[config.mk]
export PLATFORM = sky130hd
export DESIGN_NAME = motor_speed_ctrl
export DESIGN_NICKNAME = d
export VERILOG_FILES = /design/src/rtl/motor_speed_ctrl.sv
export SDC_FILE = /design/constraint.sdc
export NUM_CORES = 1
export LEC_CHECK = 0
export ABC_CLOCK_PERIOD_IN_PS = 10000
export CAP_MARGIN = 20
export CELL_PAD_IN_SITES_DETAIL_PLACEMENT = 0
export CELL_PAD_IN_SITES_GLOBAL_PLACEMENT = 1
export CORE_MARGIN = 5
export CORE_UTILIZATION = 46
export CTS_CLUSTER_SIZE = 28
export DETAILED_ROUTE_END_ITERATION = 10
export PLACE_DENSITY_LB_ADDON = 0.1
export SYNTH_ARGS = -nofsm -noshare
export SYNTH_HDL_FRONTEND = slang
export SYNTH_SLANG_ARGS = --single-unit
export TNS_END_PERCENT = 10
[constraint.sdc]
create_clock -name cclk -period 10 [get_ports cclk]
set_input_delay 2 -clock cclk [delete_from_list [all_inputs] [get_ports cclk]]
set_output_delay 2 -clock cclk [all_outputs]
set_load 0.05 [all_outputs]
[src/rtl/motor_speed_ctrl.sv]
// -----------------------------------------------------------------------------
// motor_speed_ctrl
//
// Closed-loop speed controller for the motor1 drive. It compares the rpm
// sample stream from encoder_to_rpm against a commanded setpoint. The block
// runs a soft-start (RAMP), then proportional regulation (REGULATE), and can
// trip into a latched stall FAULT. It drives the H-bridge with an 8-bit PWM
// whose duty is double-buffered, so the output never glitches mid-period.
//
// Optional feature macro: MOTOR_STALL_DETECT_EN
//   defined   : stall counter and FAULT state are built.
//   undefined : no stall counter, FAULT is unreachable, fault is tied low.
//
// Ports:
//   cclk       in   1  system clock, rising edge
//   rst        in   1  synchronous active-high reset
//   enable     in   1  run request (level); low forces IDLE next cycle
//   setpoint   in   8  target rpm
//   rpm        in   8  measured rpm, valid only with rpm_valid
//   rpm_valid  in   1  one-cycle sample strobe
//   duty       out  8  regulator duty 0..255
//   pwm        out  1  bridge drive, high for duty/256 of each period
//   state      out  2  0=IDLE 1=RAMP 2=REGULATE 3=FAULT
//   fault      out  1  high while in FAULT
// -----------------------------------------------------------------------------
module motor_speed_ctrl #(
    parameter int SHIFT         = 2,
    parameter int MAX_STEP      = 8,
    parameter int RAMP_DIV      = 1024,
    parameter int STALL_SAMPLES = 4,
    parameter int STALL_DUTY    = 128
) (
    input  logic       cclk,
    input  logic       rst,
    input  logic       enable,
    input  logic [7:0] setpoint,
    input  logic [7:0] rpm,
    input  logic       rpm_valid,
    output logic [7:0] duty,
    output logic       pwm,
    output logic [1:0] state,
    output logic       fault
);

    localparam logic [1:0] ST_IDLE     = 2'd0;
    localparam logic [1:0] ST_RAMP     = 2'd1;
    localparam logic [1:0] ST_REGULATE = 2'd2;
    localparam logic [1:0] ST_FAULT    = 2'd3;

    localparam int               DIV_W    = (RAMP_DIV > 1) ? $clog2(RAMP_DIV) : 1;
    localparam logic [DIV_W-1:0] DIV_LAST = DIV_W'(RAMP_DIV - 1);

    localparam logic signed [8:0] STEP_HI = 9'(MAX_STEP);
    localparam logic signed [8:0] STEP_LO = 9'(-MAX_STEP);

    // Reject parameter sets the datapath widths cannot represent.
    if (RAMP_DIV < 1 || MAX_STEP < 0 || MAX_STEP > 255 || SHIFT < 0 || SHIFT > 8 ||
        STALL_SAMPLES < 1 || STALL_DUTY < 0 || STALL_DUTY > 255) begin : g_bad_cfg
        $error("motor_speed_ctrl: parameter out of supported range");
    end

    logic [DIV_W-1:0]  ramp_cnt;
    logic [DIV_W-1:0]  ramp_next;
    logic [1:0]        state_next;
    logic [7:0]        duty_next;
    logic              fault_next;
    logic              stall_trip;

    logic signed [8:0] err;
    logic signed [8:0] step_raw;
    logic signed [8:0] step;
    logic signed [9:0] sum;
    logic [7:0]        reg_duty;

    logic [7:0]        pwm_cnt;
    logic [7:0]        pwm_cnt_next;
    logic [7:0]        shadow;
    logic [7:0]        shadow_next;
    logic              pwm_next;

    // Speed error is formed with a zero-extended sign bit so 0..255 both fit.
    assign err      = $signed({1'b0, setpoint}) - $signed({1'b0, rpm});
    assign step_raw = err >>> SHIFT;

    // Clamp the proportional step and saturate the updated duty to 0..255.
    always_comb begin
        step     = step_raw;
        reg_duty = duty;
        if (step_raw > STEP_HI) begin
            step = STEP_HI;
        end else if (step_raw < STEP_LO) begin
            step = STEP_LO;
        end else begin
            step = step_raw;
        end
        sum = $signed({2'b00, duty}) + $signed({step[8], step});
        if (sum[9]) begin
            reg_duty = 8'd0;
        end else if (sum[8]) begin
            reg_duty = 8'd255;
        end else begin
            reg_duty = sum[7:0];
        end
    end

`ifdef MOTOR_STALL_DETECT_EN
    localparam int                 STALL_W      = $clog2(STALL_SAMPLES + 1);
    localparam logic [STALL_W-1:0] STALL_LAST   = STALL_W'(STALL_SAMPLES);
    localparam logic [7:0]         STALL_DUTY_V = 8'(STALL_DUTY);

    logic [STALL_W-1:0] stall_cnt;
    logic [STALL_W-1:0] stall_inc;
    logic [STALL_W-1:0] stall_upd;
    logic [STALL_W-1:0] stall_next;
    logic               active;

    assign active    = (state == ST_RAMP) || (state == ST_REGULATE);
    assign stall_inc = stall_cnt + STALL_W'(1);

    // A zero-rpm sample only counts as stalled while the bridge is driven hard.
    always_comb begin
        stall_upd  = stall_cnt;
        stall_trip = 1'b0;
        if (rpm_valid && active) begin
            if ((rpm == 8'd0) && (duty >= STALL_DUTY_V)) begin
                stall_upd  = stall_inc;
                stall_trip = (stall_inc == STALL_LAST);
            end else begin
                stall_upd  = {STALL_W{1'b0}};
                stall_trip = 1'b0;
            end
        end else begin
            stall_upd  = stall_cnt;
            stall_trip = 1'b0;
        end
    end

    // Stall counter runs only in RAMP/REGULATE; it freezes in FAULT.
    always_comb begin
        stall_next = stall_cnt;
        if (!enable || (state == ST_IDLE)) begin
            stall_next = {STALL_W{1'b0}};
        end else if (active) begin
            stall_next = stall_upd;
        end else begin
            stall_next = stall_cnt;
        end
    end

    // Stall counter register.
    always_ff @(posedge cclk) begin
        if (rst) begin
            stall_cnt <= {STALL_W{1'b0}};
        end else begin
            stall_cnt <= stall_next;
        end
    end
`else
    assign stall_trip = 1'b0;
`endif

    // Mode sequencing, soft-start ramp and duty update.
    always_comb begin
        state_next = state;
        duty_next  = duty;
        ramp_next  = ramp_cnt;
        if (!enable) begin
            state_next = ST_IDLE;
            duty_next  = 8'd0;
            ramp_next  = {DIV_W{1'b0}};
        end else begin
            case (state)
                ST_IDLE: begin
                    state_next = ST_RAMP;
                    duty_next  = 8'd0;
                    ramp_next  = {DIV_W{1'b0}};
                end
                ST_RAMP: begin
                    if (stall_trip) begin
                        state_next = ST_FAULT;
                        duty_next  = 8'd0;
                        ramp_next  = {DIV_W{1'b0}};
                    end else if (rpm_valid && (rpm >= (setpoint >> 1))) begin
                        // Handover beats a coincident divider tick.
                        state_next = ST_REGULATE;
                        ramp_next  = {DIV_W{1'b0}};
                    end else if (ramp_cnt == DIV_LAST) begin
                        ramp_next = {DIV_W{1'b0}};
                        duty_next = (duty == 8'd255) ? 8'd255 : duty + 8'd1;
                    end else begin
                        ramp_next = ramp_cnt + DIV_W'(1);
                    end
                end
                ST_REGULATE: begin
                    if (stall_trip) begin
                        state_next = ST_FAULT;
                        duty_next  = 8'd0;
                    end else if (rpm_valid) begin
                        duty_next = reg_duty;
                    end else begin
                        duty_next = duty;
                    end
                end
`ifdef MOTOR_STALL_DETECT_EN
                ST_FAULT: begin
                    state_next = ST_FAULT;
                    duty_next  = 8'd0;
                end
`endif
                default: begin
                    state_next = ST_IDLE;
                    duty_next  = 8'd0;
                    ramp_next  = {DIV_W{1'b0}};
                end
            endcase
        end
`ifdef MOTOR_STALL_DETECT_EN
        fault_next = (state_next == ST_FAULT);
`else
        fault_next = 1'b0;
`endif
    end

    // Control state registers.
    always_ff @(posedge cclk) begin
        if (rst) begin
            state    <= ST_IDLE;
            duty     <= 8'd0;
            ramp_cnt <= {DIV_W{1'b0}};
            fault    <= 1'b0;
        end else begin
            state    <= state_next;
            duty     <= duty_next;
            ramp_cnt <= ramp_next;
            fault    <= fault_next;
        end
    end

    // The shadow reloads on the last count so the new duty starts at count 0;
    // pwm is registered from next-cycle values, so it equals (counter < shadow).
    assign pwm_cnt_next = pwm_cnt + 8'd1;
    assign shadow_next  = (pwm_cnt == 8'd255) ? duty : shadow;
    assign pwm_next     = (pwm_cnt_next < shadow_next);

    // Free-running PWM period counter, duty shadow and output flop.
    always_ff @(posedge cclk) begin
        if (rst) begin
            pwm_cnt <= 8'd0;
            shadow  <= 8'd0;
            pwm     <= 1'b0;
        end else begin
            pwm_cnt <= pwm_cnt_next;
            shadow  <= shadow_next;
            pwm     <= pwm_next;
        end
    end

endmodule

* Word level (Yosys, flattened, before mapping) *
Index checks and enable logic that the tools add are counted.

storage, ports and cells
  bits in registers = 37
  bits in latches = 0
  RAM bits = 0
  memory bits (read-only) = 0
  bits of input ports = 20
  output and inout bits = 12
  logic and storage cells = 46
  memories = 0

operators by class
  $add $sub $neg = 5
  $mul = 0
  div/mod/pow operators = 0
  magnitude comparators = 4
  equal/unequal tests = 9
  shift operators = 0
  muxes and demuxes = 15
  bitwise operators = 2
  reductions and logical operators = 5

operators by type and width
  operator                 count
  $mux W8                  7
  $mux W10                 2
  $pmux W10 S2             1
  $mux W9                  2
  $add A8 B1 Y8 const B    2
  $eq A8 B8 Y1 const B     2
  $pmux W8 S2              1
  $add A10 B1 Y10 const B  1
  $add A9 B9 Y10           1
  $eq A10 B10 Y1 const B   1
  $sub A8 B8 Y9            1
  $ge A8 B7 Y1             1
  $lt A8 B8 Y1             1
  $ne A2 B2 Y1 const B     4
  $gt A7 B5 Y1 const B     1
  $lt A7 B4 Y1 const B     1
  $pmux W2 S3              1
  $reduce_and A3 Y1        1
  $eq A2 B1 Y1 const B     1
  $eq A2 B2 Y1 const B     1
  $logic_not A2 Y1         1
  $mux W2                  1
  $not A1 Y1               2
  $reduce_and A2 Y1        1
  2 further kinds          2

* Longest topological paths before layout *
Gate-level depths: netlist of the first run.

  word-level depth = 9
  gate-level depth with buffers = 20
  mapped depth without buffers = 20

* Worst setup path after synthesis of the first run *
OpenSTA, ideal clock, no wires.

  path kind = input port to flip-flop
  from = in rpm[2]
  to = reg duty[4]
  setup time = 0.136 ns
  data arrival time = 5.847 ns
  required time = 9.864 ns
  slack = 4.017 ns
  cell stages on the path = 17
  buffers on the path = 0
  cells stage by stage = inv_1 ha_1 o31ai_1 nor4bb_4 or3_1 a211o_1 and2_2 nor3_1 ha_1 a21o_1 a21oi_1 nor2_1 o31ai_1 a21oi_1 nor2b_1 mux2i_2 o22ai_1

between the ends
  word-level cells in the longest chain between the ends = 9
  elaborated cells between the ends (all ways) = 14
  classes of those cells = add/sub: 2; order compare: 3; eq/ne: 1; mux: 6; reduce/logical: 2

RTL lines
  item                  line  RTL
  start, declared       37    input logic [7:0] rpm,
  $sub A8 B8 Y9         82    assign err = $signed({1'b0, setpoint}) - $signed({1'b0, rpm});
  $lt A7 B4 Y1          91    end else if (step_raw < STEP_LO) begin
  $mux W9               91
  $mux W9               89    if (step_raw > STEP_HI) begin
  $add A9 B9 Y10        96    sum = $signed({2'b00, duty}) + $signed({step[8], step});
  $mux W8               99    end else if (sum[8]) begin
  $mux W8               97    if (sum[9]) begin
  $mux W8               198   end else if (rpm_valid) begin
  $pmux W8 S2           172   case (state)
  end signal, assigned  233   duty <= duty_next;
  end, declared         39    output logic [7:0] duty,

Parallel ways exist; a longest one is shown, timed or not. The select of a mux whose other input is x is not followed.
A chain may end at the register's enable or synchronous reset.

* Final worst setup path of the first run *
  from = in rpm[2]
  to = reg duty[7]

The elaborated chain is that of the path after synthesis.

==> results of run 1 <==
## worst register-to-register path: stages, from the launching register on
cell and delay, ns:
dfxtp_1 0.41, ha_1 0.21, nand3_1 0.16, nor3_2 0.71, mux2i_1 0.33, ha_1 0.26, a21boi_1 0.12, o21ai_0 0.15
nand2b_1 0.08, a21oi_1 0.17, o211a_1 0.15
## path summary, 6_finish.rpt
check | endpoint | depth (start not counted) | from | slack [ns]
max | duty[7] | 19 | rpm[2] | 3.26
min | pwm_cnt[0] | 1 | pwm_cnt[0] | 0.49
max reg2reg | pwm | 10 | pwm_cnt[0] | 7.19
min reg2reg | pwm_cnt[0] | 1 | pwm_cnt[0] | 0.49
## layer usage
metal | GRT usage | up-vias | wire [um]
met2 | 0.2518 | 47 | 2818
li1 | - | 1386 | -
met3 | 0.03719 | 7 | 261
met5 | 0 | - | 0
met1 | 0.2228 | 1216 | 3389
met4 | 0.03545 | 0 | 46
## report_power, final
group          internal [uW]  total [uW]  switching, uW
clock network           72.5         125           52.1
logic                   48.9         110           61.4
registers                149         151           1.73
total                    271         386            115
## Yosys cell counts, drive strengths merged, types with 8 or more instances
library cell,number
nor2,38
dfxtp,37
ha,37
a21oi,32
inv,27
nand2,22
o21ai,18
nand3,13
nor2b,13
nor3,12
mux2i,9
and2,8
clkbuf,8
xor2,8
## registers in the layout, indices dropped and copies added (netlist names)
name	flops
ramp_cnt	10
pwm	1
duty	8
shadow	8
pwm_cnt	8
state	2
## metrics by stage
| stage | power (uW) | cells | worst slack [ns] |
|---|---|---|---|
| after global placement | 264.2 | 470 | 3.196 |
| final | 385.9 | 477 | 3.257 |
| after CTS | 389.9 | 477 | 3.319 |
| after floorplan | 237.6 | 372 | 4.017 |
| after detailed placement | 264.6 | 470 | 3.013 |
| after global routing | 410.0 | 477 | 2.939 |
## logic make-up (layout without fill, tap and decap cells)
| kind of cell | count (synthesis) | count (layout) | synth area share |
|---|---|---|---|
| AOI/OAI and AO/OA | 94 | 94 | 0.2225 |
| adders and majority gates | 38 | 38 | 0.1587 |
| xor gates and xnor gates | 15 | 15 | 0.04318 |
| DFF | 37 | 37 | 0.2434 |
| muxes | 10 | 10 | 0.03454 |
| buffers and inverters | 36 | 64 | 0.04647 |
| other | 1 | 1 | 0.001232 |
| and+or+nand+nor | 141 | 141 | 0.2500 |
## layout make-up
cell class | instances | area [um^2] | share of cell area
multi-input combinational | 299 | 2167 | 0.6170
sequential | 37 | 740.7 | 0.2109
inverter | 27 | 103.9 | 0.02957
tap | 77 | 96.34 | 0.02743
timing repair buffer | 30 | 300.3 | 0.08550
clock inverter | 2 | 35.03 | 0.009975
clock buffer | 5 | 68.82 | 0.01959
==> metrics, run 1 <==
CP arrival 6.90 ns; antenna violations before repair 0; Clk Latency, worst-skew pair 0.29 ns; Mapped Cells 372; Yosys top cell area share 0.2434; gr usage total 0.1600; flops & latches, synth 37; status completed; root buffer cell clkbuf_8; final WL 6516 um; CTS tree yes; post-layout min period 6.743 ns; Lkg Pwr 0.001450 uW; YS warnings 0; utilization after layout 0.5500; post-route antenna net violation count 0; CTS buffer count 5; most common cell after layout, fill and taps aside nor2_1; crit end category register; Hold Vio Cnt, Final 0; hold slack final 0.4883 ns; Layout area overhead 15.42%; CTS HTree Levels 2; post_cts resized 0; vias post-DR 2656; Initial Utilization 0.4765; Buf/Inv on CP 2; period utilization 0.6743; Final setup viols 0; die area 8341 um^2; HP Class reg -> reg; Peak VDD IR 0.07793 mV; most frequent cells in the layout 38 x nor2_1, 37 x ha_1, 37 x dfxtp_1; Post-Syn Area 3043 um^2; asr flop ratio synth 0; Placed Area 3408 um^2; first-pass GRT wire length 11430 um; syn_nets 430; worst-case clock buffer depth 2; Crit-path slowest cell clkdlybuf4s50_1; CP top delay family compound AO/OA/AOI/OAI gates; Post-route DRC 0; Mean Syn Cell Area 8.180 um^2; RSZ-0062 raised after global routing no; Crit Path Max Fanout 8; Slew headroom 0.2637; PortBufs 30; IO Count 32; PwrDens 109.9 nW/um^2; share of post-route cells with drive strength above 1 0.08250; maxcap violations 0; Reg clk slew, reported paths 0.07 ns; Crit Path Category in -> reg; Final nets 458; FMAX 0.1483 GHz; GP Congestion 0.8296; sum of negative setup slack 0 ns; Rows 29; critical path required time 10.15 ns; Core Area 6386 um^2; clock net sink count 37; chip width 91.33 um; Synth cell types 63; fin area 3512 um^2; Post-synth EDFFs 0; GR Overflow Total 0; routed vias/inst 5.568; vias in the first global route 2563; sequential area share after synthesis 0.2434; hold buffers post-CTS 0; worst-path cell chain clkdlybuf4s50_1 > inv_1 > ha_1 > a21o_1 > a31o_2 > o41ai_1 > nor4_1 > a211o_1 > and2_2 > nor3_1 > ha_1 > a21o_1 > a21oi_1 > nor2_1 > o31ai_1 > a21oi_1 > nor2b_1 > mux2i_2 > o22ai_1; DRT Pass-1 Iters 5; Ant. Diodes 0; Fill cells 620; iteration-0 DRC count of the detailed router 74; Routed wire per std cell 13.66 um; postcts setup bufs 0; Die Ht 91.33 um; Max stage delay on crit path 0.48 ns; Clock Skews 0.008510 ns; Worst-Margin Slew 1.095 ns; Synth area leaders dfxtp_1 24%, ha_1 15%, a21oi_1 5.1%, nor2_1 4.7%, inv_1 3.2%; Pins Over Slew Limit 0; DPL Wire Length 5052 um; Synth Flop Type dfxtp_1; Startpoint Class input port; most area-hungry cell type in the Yosys netlist dfxtp_1; largest net degree at the start of global routing 21
No activity file was read; power rests on OpenSTA's default activity.
==> run 2, diff against run 1 <==
--- a/config.mk
+++ b/config.mk
@@ -5,12 +5,12 @@
 export SDC_FILE = /design/constraint.sdc
 export NUM_CORES = 1
 export LEC_CHECK = 0
-export ABC_CLOCK_PERIOD_IN_PS = 10000
+export ABC_CLOCK_PERIOD_IN_PS = 6600
 export CAP_MARGIN = 20
 export CELL_PAD_IN_SITES_DETAIL_PLACEMENT = 0
 export CELL_PAD_IN_SITES_GLOBAL_PLACEMENT = 1
 export CORE_MARGIN = 5
-export CORE_UTILIZATION = 46
+export CORE_UTILIZATION = 43
 export CTS_CLUSTER_SIZE = 28
 export DETAILED_ROUTE_END_ITERATION = 10
 export PLACE_DENSITY_LB_ADDON = 0.1
==> constraint.sdc (replaced) <==
create_clock -name cclk -period 6.6 [get_ports cclk]
set_input_delay 1.32 -clock cclk [delete_from_list [all_inputs] [get_ports cclk]]
set_output_delay 1.32 -clock cclk [all_outputs]
set_load 0.05 [all_outputs]
==> metrics, run 2 (same netlist as run 1, synthesis figures left out) <==
grt met2 use 0.2549 (+0.003076); Final setup viols 0 (unchanged); HP Class reg -> reg; IO Count 32 (unchanged); gr usage total 0.1579 (-0.002055); Reg clk slew, reported paths 0.08 ns (about the same); Clk Latency, worst-skew pair 0.29 ns (about the same); share of post-route cells with drive strength above 1 0.08706 (+0.004565); NetSw 179.1 uW (+55%); Startpoint Class input port; Die Ht 94.12 um (+3.1%); Finished Layout Cells 498 (+4.4%); CP arrival 6.34 ns (-0.56 ns); utilization after layout 0.5231 (-0.02688); met1 Use GR 0.2169 (-0.005874); Hold Vio Cnt, Final 0 (unchanged); vias in the first global route 2509 (-2.1%); DPL Wire Length 5235 um (+3.6%); post-route antenna net violation count 0 (unchanged); final WL 6711 um (+3.0%); CTS buffer count 5 (unchanged); hold buffers post-CTS 0 (unchanged); status completed; CTS HTree Levels 2 (unchanged); hold slack final 0.4780 ns (-0.01028 ns); crit end category register; PwrDens 176.1 nW/um^2 (+60%); Worst-Margin Slew 0.7963 ns (-0.2991 ns); max reg flops 10 (unchanged); maxcap violations 0 (unchanged); Rows 30 (+3.4%); FMAX 0.1617 GHz; Core Area 6832 um^2 (+7.0%); chip width 94.12 um (+3.1%); RSZ-0062 raised after global routing no; sum of negative setup slack 0 ns (unchanged); PortBufs 30 (unchanged); Lkg Pwr 0.001469 uW (+1.3%); GR Overflow Total 0 (unchanged); internal power 450.3 uW (+66%); Clock Power Share 0.370 (+0.047); Tot Pwr 629.4 uW (+63%); largest net degree at the start of global routing 21 (unchanged); Ant. Diodes 0 (unchanged); Top reg by flops ramp_cnt; Layout area overhead 17.43%; met3 usage 0.03446 (-0.002735); Crit Path Category in -> reg; Placed Cells 489 (+4.0%); Peak VDD IR 0.1053 mV (+35%); sequential share of power 0.364 (-0.028); worst-case clock buffer depth 2 (unchanged); GP Congestion 0.8097 (-2.4%); postcts setup bufs 0 (unchanged); routed vias/inst 5.345 (-4.0%); critical path required time 6.75 ns (-3.40 ns); most frequent cells in the layout 38 x nor2_1, 37 x ha_1, 37 x dfxtp_1; DRT Pass-1 Iters 4 (-1); period utilization 0.9371; Top Usage Layer GRT met2; Crit Path Max Fanout 8 (unchanged); Combinational Power Share 0.267 (-0.019); CTS tree yes; iteration-0 DRC count of the detailed router 112 (+51%); most common cell after layout, fill and taps aside nor2_1; first-pass GRT wire length 11510 um (+0.66%); root buffer cell clkbuf_8; Routed wire per std cell 13.48 um (-1.4%); die area 8859 um^2 (+6.2%); post-layout min period 6.185 ns; Slew headroom 0.4663 (+0.2026); post_cts resized 0 (unchanged); clock net sink count 37 (unchanged); Sw Ratio 0.2845 (-0.01403); Post-route DRC 0 (unchanged); antenna violations before repair 0 (unchanged); Pins Over Slew Limit 0 (unchanged); Clock Skews 0.007634 ns (-0.0008760 ns); Final nets 459 (+0.22%); Initial Utilization 0.4454 (-0.03107); vias post-DR 2662 (+0.23%)
run 2: cell count changes in the layout (fill, tap and decap cells not counted):
cell	previous run	this run
clkbuf_4	0	1
bufinv_16	1	2
run 2: layer usage:
layer,up-vias,wire length [um]
met5,-,0
li1,1388,-
met2,47,2974
met3,5,292
met1,1222,3415
met4,0,28
run 2: stage by stage:
stage,cell area [um^2],setup WS (ns)
global placement,3432,0.3770
floorplan,3043,1.297
global route,3573,0.03156
finish,3573,0.4152
detailed placement,3432,0.1451
CTS,3566,0.4578
run 2: final timing paths:
path         slack (ns)        from    endpoint  cells past startpoint
min                0.48  pwm_cnt[0]  pwm_cnt[0]                      1
max                0.42      rpm[2]     duty[7]                     19
max reg2reg        3.76  pwm_cnt[0]         pwm                     10
min reg2reg        0.48  pwm_cnt[0]  pwm_cnt[0]                      1
run 2: worst max-delay path: stages:
cell,delay (ns)
clkdlybuf4s50_1,0.49
inv_1,0.06
ha_1,0.35
a21o_1,0.20
a31o_2,0.24
o41ai_1,0.56
nor4_1,0.22
a211o_1,0.31
and2_2,0.22
nor3_1,0.34
ha_1,0.31
a21o_1,0.17
a21oi_1,0.22
nor2_1,0.08
o31ai_1,0.36
a21oi_1,0.14
nor2b_1,0.16
mux2i_2,0.44
o22ai_1,0.16
run 2: layout make-up:
cell class	instances	area [um^2]
Timing Repair Buffer	31	307.8
Fill cell	712	3258
Tap cell	96	120.1
Clock buffer	5	68.82
Clock inverter	3	65.06
Sequential cell	37	740.7
Multi-Input combinational cell	299	2167
Inverter	27	103.9
run 2: power groups by stage:
stage	registers (uW)	logic, uW	clock network (uW)
2_1_floorplan	239	121	0
3_3_place_gp	234	167	0
3_5_place_dp	234	168	0
4_1_cts	229	169	239
5_1_grt	229	187	250
6_report	229	168	233
==> run 3, diff against run 2 <==
--- a/config.mk
+++ b/config.mk
@@ -6,7 +6,6 @@
 export NUM_CORES = 1
 export LEC_CHECK = 0
 export ABC_CLOCK_PERIOD_IN_PS = 6600
-export CAP_MARGIN = 20
 export CELL_PAD_IN_SITES_DETAIL_PLACEMENT = 0
 export CELL_PAD_IN_SITES_GLOBAL_PLACEMENT = 1
 export CORE_MARGIN = 5
==> metrics, run 3 (same netlist as run 1, synthesis figures left out) <==
crit end category register; RSZ-0062 raised after global routing no; CP top delay family compound AO/OA/AOI/OAI gates; Ant. Diodes 0 (unchanged); worst-case clock buffer depth 2 (unchanged); hold buffers post-CTS 0 (unchanged); Final nets 458 (-0.22%); Post-route DRC 0 (unchanged); NetSw 179.1 uW (about the same); sum of negative setup slack 0 ns (unchanged); Slew headroom 0.2810 (-0.1853); most common cell after layout, fill and taps aside nor2_1; CTS buffer count 5 (unchanged); IO Count 32 (unchanged); maxcap violations 0 (unchanged); Routed wire per std cell 13.50 um (+0.16%); largest net degree at the start of global routing 21 (unchanged); GR Overflow Total 0 (unchanged); Core Area 6832 um^2 (unchanged); antenna violations before repair 0 (unchanged); sequential share of power 0.364 (about the same); Sw Ratio 0.2845 (about the same); gr usage total 0.1579 (unchanged); Layout area overhead 17.19%; Lkg Pwr 0.001464 uW (-0.33%); period utilization 0.9375 (about the same); PwrDens 176.5 nW/um^2 (+0.21%); Reg clk slew, reported paths 0.08 ns (about the same); iteration-0 DRC count of the detailed router 114 (+1.8%); post-layout min period 6.187 ns (+0.002514 ns); Initial Utilization 0.4454 (unchanged); post-route antenna net violation count 0 (unchanged); DPL Wire Length 5235 um (unchanged); CTS HTree Levels 2 (unchanged); Peak VDD IR 0.1053 mV (about the same); first-pass GRT wire length 11510 um (unchanged); final WL 6708 um (about the same); status completed; Rows 30 (unchanged); Top reg by flops ramp_cnt; max reg flops 10 (unchanged); Hold Vio Cnt, Final 0 (unchanged); PortBufs 30 (unchanged); root buffer cell clkbuf_8; Worst-Margin Slew 1.070 ns (+0.2733 ns); Combinational Power Share 0.267 (about the same); share of post-route cells with drive strength above 1 0.08479 (-0.002277); internal power 450.3 uW (about the same); clock net sink count 37 (unchanged); Crit-path slowest cell o41ai_1; GP Congestion 0.8097 (unchanged); Crit Path Category in -> reg; sequential cell area 740.7 um^2 (unchanged); Final setup viols 0 (unchanged); CTS tree yes; CP arrival 6.34 ns (about the same); utilization after layout 0.5220 (-0.001099); Die Ht 94.12 um (unchanged); Clk Latency, worst-skew pair 0.29 ns (about the same); post_cts resized 0 (unchanged); Buf/Inv on CP 2 (unchanged); Clock Power Share 0.370 (about the same); die area 8859 um^2 (unchanged); Fill cells 713 (+0.14%); worst-path cell chain clkdlybuf4s50_1 > inv_1 > ha_1 > a21o_1 > a31o_2 > o41ai_1 > nor4_1 > a211o_1 > and2_2 > nor3_1 > ha_1 > a21o_1 > a21oi_1 > nor2_1 > o31ai_1 > a21oi_1 > nor2b_1 > mux2i_2 > o22ai_1; Startpoint Class input port; vias post-DR 2661 (-0.038%); Clock Skews 0.007338 ns (-0.0002965 ns); postcts setup bufs 0 (unchanged); DRT Pass-1 Iters 4 (unchanged); routed vias/inst 5.354 (+0.16%); chip width 94.12 um (unchanged); vias in the first global route 2509 (unchanged); FMAX 0.1616 GHz (about the same); critical path required time 6.75 ns (about the same); Pins Over Slew Limit 0 (unchanged); area of the multi-input gates 2167 um^2 (unchanged); Max stage delay on crit path 0.56 ns (about the same); Crit Path Max Fanout 8 (unchanged); HP Class reg -> reg; most frequent cells in the layout 38 x nor2_1, 37 x ha_1, 37 x dfxtp_1
==> run 3: cell type report <==
cell class / instances / area share
multi-input cells: 299 / 0.6077
flip-flops and latches: 37 / 0.2077
inverters: 27 / 0.02912
repair buffers: 30 / 0.08421
clock buffers: 5 / 0.01930
well taps: 96 / 0.03368
clock inverters: 3 / 0.01825
==> run 3: worst paths after layout <==
path / from / end / depth (start not counted) / slack, ns
max: rpm[2] / duty[7] / 19 / 0.41
min: pwm_cnt[0] / pwm_cnt[0] / 1 / 0.48
max reg2reg: pwm_cnt[0] / pwm / 10 / 3.76
min reg2reg: pwm_cnt[0] / pwm_cnt[0] / 1 / 0.48
==> run 3: metrics by stage <==
step	hold WS [ns]	total power [uW]	setup slack [ns]	std cells	instance area (um^2)
floorplan	0.4414	360.0	1.297	372	3043
global route	0.5052	666.2	0.03156	497	3566
detailed placement	0.4695	401.9	0.1451	489	3432
finish	0.4780	629.4	0.4127	497	3566
CTS	0.4863	636.5	0.4578	497	3566
global placement	0.4657	401.4	0.3770	489	3432
==> run 3: worst reg2reg max path, stage by stage, from the launching register on <==
cell and delay [ns]:
dfxtp_1 0.39, ha_1 0.21, nand3_1 0.17, nor3_2 0.71, mux2i_1 0.35, ha_1 0.27
a21boi_1 0.12, o21ai_0 0.14, nand2b_1 0.08, a21oi_1 0.19, o211a_1 0.16
==> run 3: routing by layer <==
metal	wire [um]	GRT usage	up-vias
met3	301	0.03446	5
li1	-	-	1384
met2	2987	0.2549	48
met5	0	0	-
met1	3390	0.2169	1224
met4	28	0.02888	0
==> run 3: power groups by stage <==
stage               combinational [uW]  sequential (uW)  clock [uW]
detailed placement                 168              234           0
CTS                                169              229         239
global route                       187              229         250
finish                             168              229         233
floorplan                          121              239           0
global placement                   167              234           0
